File: src/rtl/booth_pkg.sv
// Shared definitions for the sequential radix-2 Booth multiplier.
package booth_pkg;

  // Controller states; the unused encoding 2'd3 falls back to S_IDLE.
  typedef enum logic [1:0] {
    S_IDLE = 2'd0,
    S_BUSY = 2'd1,
    S_DONE = 2'd2
  } state_e;

  // Booth op-codes, indexed by {Q[0], q_m1}.
  // 2'b11 is also a no-op and is handled by the step logic.
  localparam logic [1:0] BOOTH_NOP = 2'b00;
  localparam logic [1:0] BOOTH_ADD = 2'b01;
  localparam logic [1:0] BOOTH_SUB = 2'b10;

  // Ceiling log2 with a floor of 1, so a counter is never zero bits wide.
  function automatic int clog2(input int v);
    int r;
    r = 1;
    for (int i = 1; i < 31; i++) begin
      if ((1 << i) < v) r = i + 1;
    end
    return r;
  endfunction

endpackage

File: src/rtl/booth_step.sv
// One radix-2 Booth iteration.
// It does a conditional add/subtract of M into A, then an arithmetic right
// shift of the combined value {A, Q, q_m1}.
module booth_step
  import booth_pkg::*;
#(
  parameter int W = 9
) (
  input  logic signed [W-1:0] a_i,
  input  logic        [W-1:0] q_i,
  input  logic                q_m1_i,
  input  logic signed [W-1:0] m_i,
  output logic signed [W-1:0] next_a,
  output logic        [W-1:0] next_q,
  output logic                next_q_m1
);

  logic [1:0]          op;
  logic                sub;
  logic                do_arith;
  logic signed [W-1:0] addend;
  logic signed [W-1:0] sum;
  logic signed [W-1:0] res;

  // A single adder serves both operations: subtract is add of ~M with carry-in.
  always_comb begin
    op        = {q_i[0], q_m1_i};
    sub       = (op == BOOTH_SUB);
    do_arith  = (op == BOOTH_ADD) || (op == BOOTH_SUB);
    addend    = sub ? ~m_i : m_i;
    sum       = a_i + addend + W'(sub);
    res       = do_arith ? sum : a_i;
    next_a    = {res[W-1], res[W-1:1]};
    next_q    = {res[0], q_i[W-1:1]};
    next_q_m1 = q_i[0];
  end

endmodule

File: src/rtl/booth_mult_seq.sv
// Iterative radix-2 Booth multiplier with valid/ready operand and product
// handshakes.
// Operands are extended by one bit, so the signed Booth core also covers
// unsigned operands and the most-negative multiplicand.
module booth_mult_seq
  import booth_pkg::*;
#(
  parameter int WIDTH = 8
) (
  input  logic               clk,
  input  logic               rst_n,
  input  logic               flush,
  input  logic               in_valid,
  output logic               in_ready,
  input  logic               is_signed,
  input  logic [WIDTH-1:0]   mcand,
  input  logic [WIDTH-1:0]   mplier,
  output logic               out_valid,
  input  logic               out_ready,
  output logic [2*WIDTH-1:0] product,
  output logic               busy
);

  localparam int W1 = WIDTH + 1;
  localparam int CW = clog2(W1);
  localparam logic [CW-1:0] CNT_LAST = CW'(W1 - 1);

  state_e               state_q, state_d;
  logic signed [W1-1:0] a_q, a_d;
  logic        [W1-1:0] q_q, q_d;
  logic                 qm1_q, qm1_d;
  logic signed [W1-1:0] m_q, m_d;
  logic [CW-1:0]        cnt_q, cnt_d;
  logic [2*WIDTH-1:0]   product_q, product_d;

  logic signed [W1-1:0] step_a;
  logic        [W1-1:0] step_q;
  logic                 step_qm1;

  booth_step #(.W(W1)) u_step (
    .a_i       (a_q),
    .q_i       (q_q),
    .q_m1_i    (qm1_q),
    .m_i       (m_q),
    .next_a    (step_a),
    .next_q    (step_q),
    .next_q_m1 (step_qm1)
  );

  // Next-state and datapath update; flush overrides every transition.
  always_comb begin
    state_d   = state_q;
    a_d       = a_q;
    q_d       = q_q;
    qm1_d     = qm1_q;
    m_d       = m_q;
    cnt_d     = cnt_q;
    product_d = product_q;
    case (state_q)
      S_IDLE: begin
        if (in_valid) begin
          a_d     = '0;
          q_d     = is_signed ? {mplier[WIDTH-1], mplier} : {1'b0, mplier};
          qm1_d   = 1'b0;
          m_d     = is_signed ? {mcand[WIDTH-1], mcand} : {1'b0, mcand};
          cnt_d   = '0;
          state_d = S_BUSY;
        end
      end
      S_BUSY: begin
        a_d   = step_a;
        q_d   = step_q;
        qm1_d = step_qm1;
        if (cnt_q == CNT_LAST) begin
          // The low 2*WIDTH bits of {A, Q} are A[WIDTH-2:0] followed by all of Q.
          product_d = {step_a[WIDTH-2:0], step_q};
          state_d   = S_DONE;
        end else begin
          cnt_d = cnt_q + 1'b1;
        end
      end
      S_DONE: begin
        if (out_ready) state_d = S_IDLE;
      end
      default: state_d = S_IDLE;
    endcase
    if (flush) begin
      state_d   = S_IDLE;
      a_d       = a_q;
      q_d       = q_q;
      qm1_d     = qm1_q;
      m_d       = m_q;
      cnt_d     = '0;
      product_d = product_q;
    end
  end

  // State and datapath registers, cleared by the asynchronous reset.
  always_ff @(posedge clk or negedge rst_n) begin
    if (!rst_n) begin
      state_q   <= S_IDLE;
      a_q       <= '0;
      q_q       <= '0;
      qm1_q     <= 1'b0;
      m_q       <= '0;
      cnt_q     <= '0;
      product_q <= '0;
    end else begin
      state_q   <= state_d;
      a_q       <= a_d;
      q_q       <= q_d;
      qm1_q     <= qm1_d;
      m_q       <= m_d;
      cnt_q     <= cnt_d;
      product_q <= product_d;
    end
  end

  // Handshake and status outputs are decoded directly from the state.
  always_comb begin
    in_ready  = (state_q == S_IDLE);
    out_valid = (state_q == S_DONE);
    busy      = (state_q == S_BUSY);
    product   = product_q;
  end

endmodule
File: config.mk
export PLATFORM = sky130hd
export DESIGN_NAME = booth_mult_seq
export DESIGN_NICKNAME = d
export VERILOG_FILES = /design/src/rtl/booth_pkg.sv /design/src/rtl/booth_step.sv /design/src/rtl/booth_mult_seq.sv
export SDC_FILE = /design/constraint.sdc
export NUM_CORES = 1
export LEC_CHECK = 0
export ABC_AREA = 1
export BUFFER_PORTS_ARGS = -buffer_cell sky130_fd_sc_hd__buf_2
export CAP_MARGIN = 40
export CORE_MARGIN = 5
export CORE_UTILIZATION = 45
export CTS_CLUSTER_DIAMETER = 30
export DETAILED_ROUTE_END_ITERATION = 6
export GPL_ROUTABILITY_DRIVEN = 0
export PLACE_DENSITY = 0.66
export SYNTH_ARGS = -nofsm -noshare
export SYNTH_HDL_FRONTEND = slang
export SYNTH_SLANG_ARGS = --single-unit
File: constraint.sdc
create_clock -name clk -period 5 [get_ports clk]
set_clock_uncertainty 0.2 [all_clocks]
set_input_delay 0.75 -clock clk [delete_from_list [all_inputs] [get_ports clk]]
set_output_delay 0.75 -clock clk [all_outputs]
set_load 0.005 [all_outputs]
==> key figures <==
Global route
  – Global route total overflow: 0
  – Largest net degree at the start of global routing: 50
  – Total track usage: roughly 15%
  – Initial antenna violation count: 0
  – First-pass GRT wire length: 9087 µm
  – Vias in the first global route: 2068

Clocking
  – Number of buffers created by CTS: 5
  – # Post-CTS Setup Buffers: 0
  – Clock Path Buffers: 2
  – CTS tree: built
  – Max H-tree Level: 2
  – CTS sink cnt: 49
  – Post-CTS Resized: 0
  – Clock Root Buffer: clkbuf_8
  – Clock transition at the registers of the reported paths: 90 ps
  – CTS Hold Bufs: 0
  – Clk_lat worst skew: between 300 and 400 ps

STA
  – FMAX: around 390 MHz
  – RSZ-0062 raised after global routing: no
  – Fin. max-slew vios: 0
  – Worst hold slack: 279.6 ps
  – Worst Setup Slack, final: approximately 2500 ps
  – Final setup vio count: 0
  – Fin crit share: 50.99%
  – Final Hold Viols: 0
  – Min Tclk post-route: 2549 ps
  – Setup TNS: 0 ps
  – Worst Tran Pin Value: 613.4 ps
  – Slew headroom: 59.10%

Yosys
  – Synth Warn #: 0
  – Most used DFF post-synth: dfrtp_1
  – Top cells by area, synth: dfrtp_1 47%, nand2_1 17%, inv_1 5.2%, o21ai_0 5.2%, ha_1 4.8%
  – Register area share after synthesis: a little under half
  – Post-Syn Area per Cell: 8.002 µm²
  – Post-synthesis cell type count: 27
  – Ys async rst share: 100.0%
  – Area leader, netlist: dfrtp_1
  – Number of synthesized flops with an enable pin: 0
  – Mapped Cells: 326
  – Mapped cell area: 2609 µm²
  – Top-area cell type share of the netlist area: between 40% and 50%
  – FF+latch count, synth: 49
  – Syn Nets: 359

Finish
  – Layout cells sized above 1: 16.30%
  – # fillers: 552
  – N_diodes: 0
  – Area Growth Syn to Fin: 13.38%
  – Fin cells: 440
  – Storage element area: 1226 µm²
  – NumNets Final: 401
  – Footprint of the multi-input gates: 1182 µm²

Power and ir drop
  – Sw frac: 38.19%
  – Internal: 0.0007369 W
  – Clock share of power: 20.1%
  – Leak: 1.665 nW
  – Combinational group share of total power: 38.4%
  – Pwr dens: 403.0 nW/µm²
  – Psw: 0.0004552 W
  – Sequential power share: around 42%
  – Tot Pwr: between 0.001 and 0.0015 W
  – VDD IR-drop max: between 0.15 and 0.2 mV

Worst setup path
  – Slowest CP cell: ha_1
  – CP top delay family: adder cells
  – Critical Path Max Stage Delay: 430 ps
  – CP bufs+invs: 1
  – Worst path cell trace: inv_1, ha_1, xor2_1, ha_1, a21oi_1, nor2_1, nor2_1, nand3_1, or2_2, nand3_1, nand2_1
  – Crit path capture type: flop
  – CP required: 5000 ps
  – WS Path Type: flop to flop
  – Worst r2r src: qm1_q
  – Crit. Startpoint: qm1_q
  – Crit path DAT: 2550 ps
  – CP startpoint kind: flop
  – Critical path fanouts, max: 9

Drt
  – Post-route ant nets: 0
  – Wire per inst: 12.01 µm
  – DR vias: 2120
  – DRC: 0
  – DR iter-0 viols: 55
  – Router iterations before antenna repair: 4
  – Vias/cell: 4.818
  – Routed wire length: 5284 µm

Floorplanning
  – IO Count: 41
  – Starting Density: 46.80%
  – Row count: 27
  – Die footprint: 7420 µm²
  – Die Width: about 86 µm
  – Die height: 86.14 µm
  – Core area: 5574 µm²

Placement
  – Port bufs: 40
  – Placed Instances: 433
  – Pre-CTS WS: 2452 ps
  – Final HPWL DP: 4004 µm

Min path
  – HP Start: product[15]
  – Hold Crit Class: flop to flop

Flow run
  – # Max-Cap Violations: 0

Status
  – Outcome: finished clean
-- power groups by stage --
stage | combinational, W | clock, W | sequential (W)
6_report | 0.000458 | 0.000240 | 0.000495
5_1_grt | 0.000529 | 0.000258 | 0.000501
4_1_cts | 0.000460 | 0.000245 | 0.000495
3_5_place_dp | 0.000458 | 0 | 0.000502
3_3_place_gp | 0.000447 | 0 | 0.000501
2_1_floorplan | 0.000368 | 0 | 0.000489
-- synth_stat cells, drive strengths merged (2+ instances only) --
cell type	count
xor2	10
o211ai	7
xnor2	2
ha	10
a21oi	6
or2	3
dfrtp	49
nand2	124
nor2	15
inv	38
o21ai	27
nand3	17
buf	8
o22ai	3
-- per-layer routing --
layer	vias to the layer above	global-route usage [%]	share of wire [%]
met3	8	2.786	4.6
met5	-	0	0
li1	1108	-	-
met1	964	20.46	49
met2	40	24.46	45
met4	0	6.475	1.7
-- placed cells by master (no fill, tap or decap), drive strengths merged --
cell type	count
nor3	1
nand2	124
a21o	1
o21ai	27
a21oi	6
o211ai	7
nand3	17
nor2	15
or2	3
dfrtp	49
ha	10
o22ai	3
clkinv	1
xor2	10
clkinvlp	1
xnor2	2
inv	38
clkbuf	6
buf	43
fa	1
nand3b	1
a22oi	1
a31oi	1
-- per-stage QoR --
stage          util, %  cell area, µm²
6_report         53.06            2958
4_1_cts          53.06            2958
5_1_grt          53.06            2958
2_1_floorplan        -            2609
3_3_place_gp     51.45            2868
3_5_place_dp     51.45            2868
-- layout make-up --
| type | instances | area share [%] |
|---|---|---|
| sequential | 49 | 41.46 |
| inverter | 39 | 4.949 |
| timing repair buffer | 43 | 7.530 |
| clock buffer | 6 | 2.792 |
| clock inverter | 1 | 0.2538 |
| tap | 72 | 3.046 |
| multi-input combinational | 230 | 39.97 |
-- registers in the layout (all words and copies together), names as in the netlist --
signal / count
product: 16
cnt_q: 4
state_q: 2
qm1_q: 1
m_q: 9
q_q: 9
a_q: 8
-- cells by family after synthesis --
family | after synthesis | share of synthesized area, %
AO/OA/AOI/OAI | 46 | 9.881
XOR/XNOR | 12 | 4.029
adder cells (fa/ha/maj) | 11 | 5.564
buffers and inverters | 47 | 7.674
flip-flops | 49 | 47.00
AND/OR/NAND/NOR | 161 | 25.85
-- worst paths after layout --
path                                     to  slack (ps)  depth (start not counted)
worst max-delay path                 a_q[7]        2450                         11
worst min-delay path            product[15]         280                          2
worst max register to register       a_q[7]        2450                         11
worst min register to register  product[15]         280                          2
max in group asynchronous            m_q[0]        3850                          2
min in group asynchronous       product[14]         330                          2
-- tightest hold or removal path: stages (launching register included) --
cell,delay (ps)
dfrtp_1,350
nand2_1,50
nand2_1,50
Note: power is estimated with default switching activity, not from simulation.
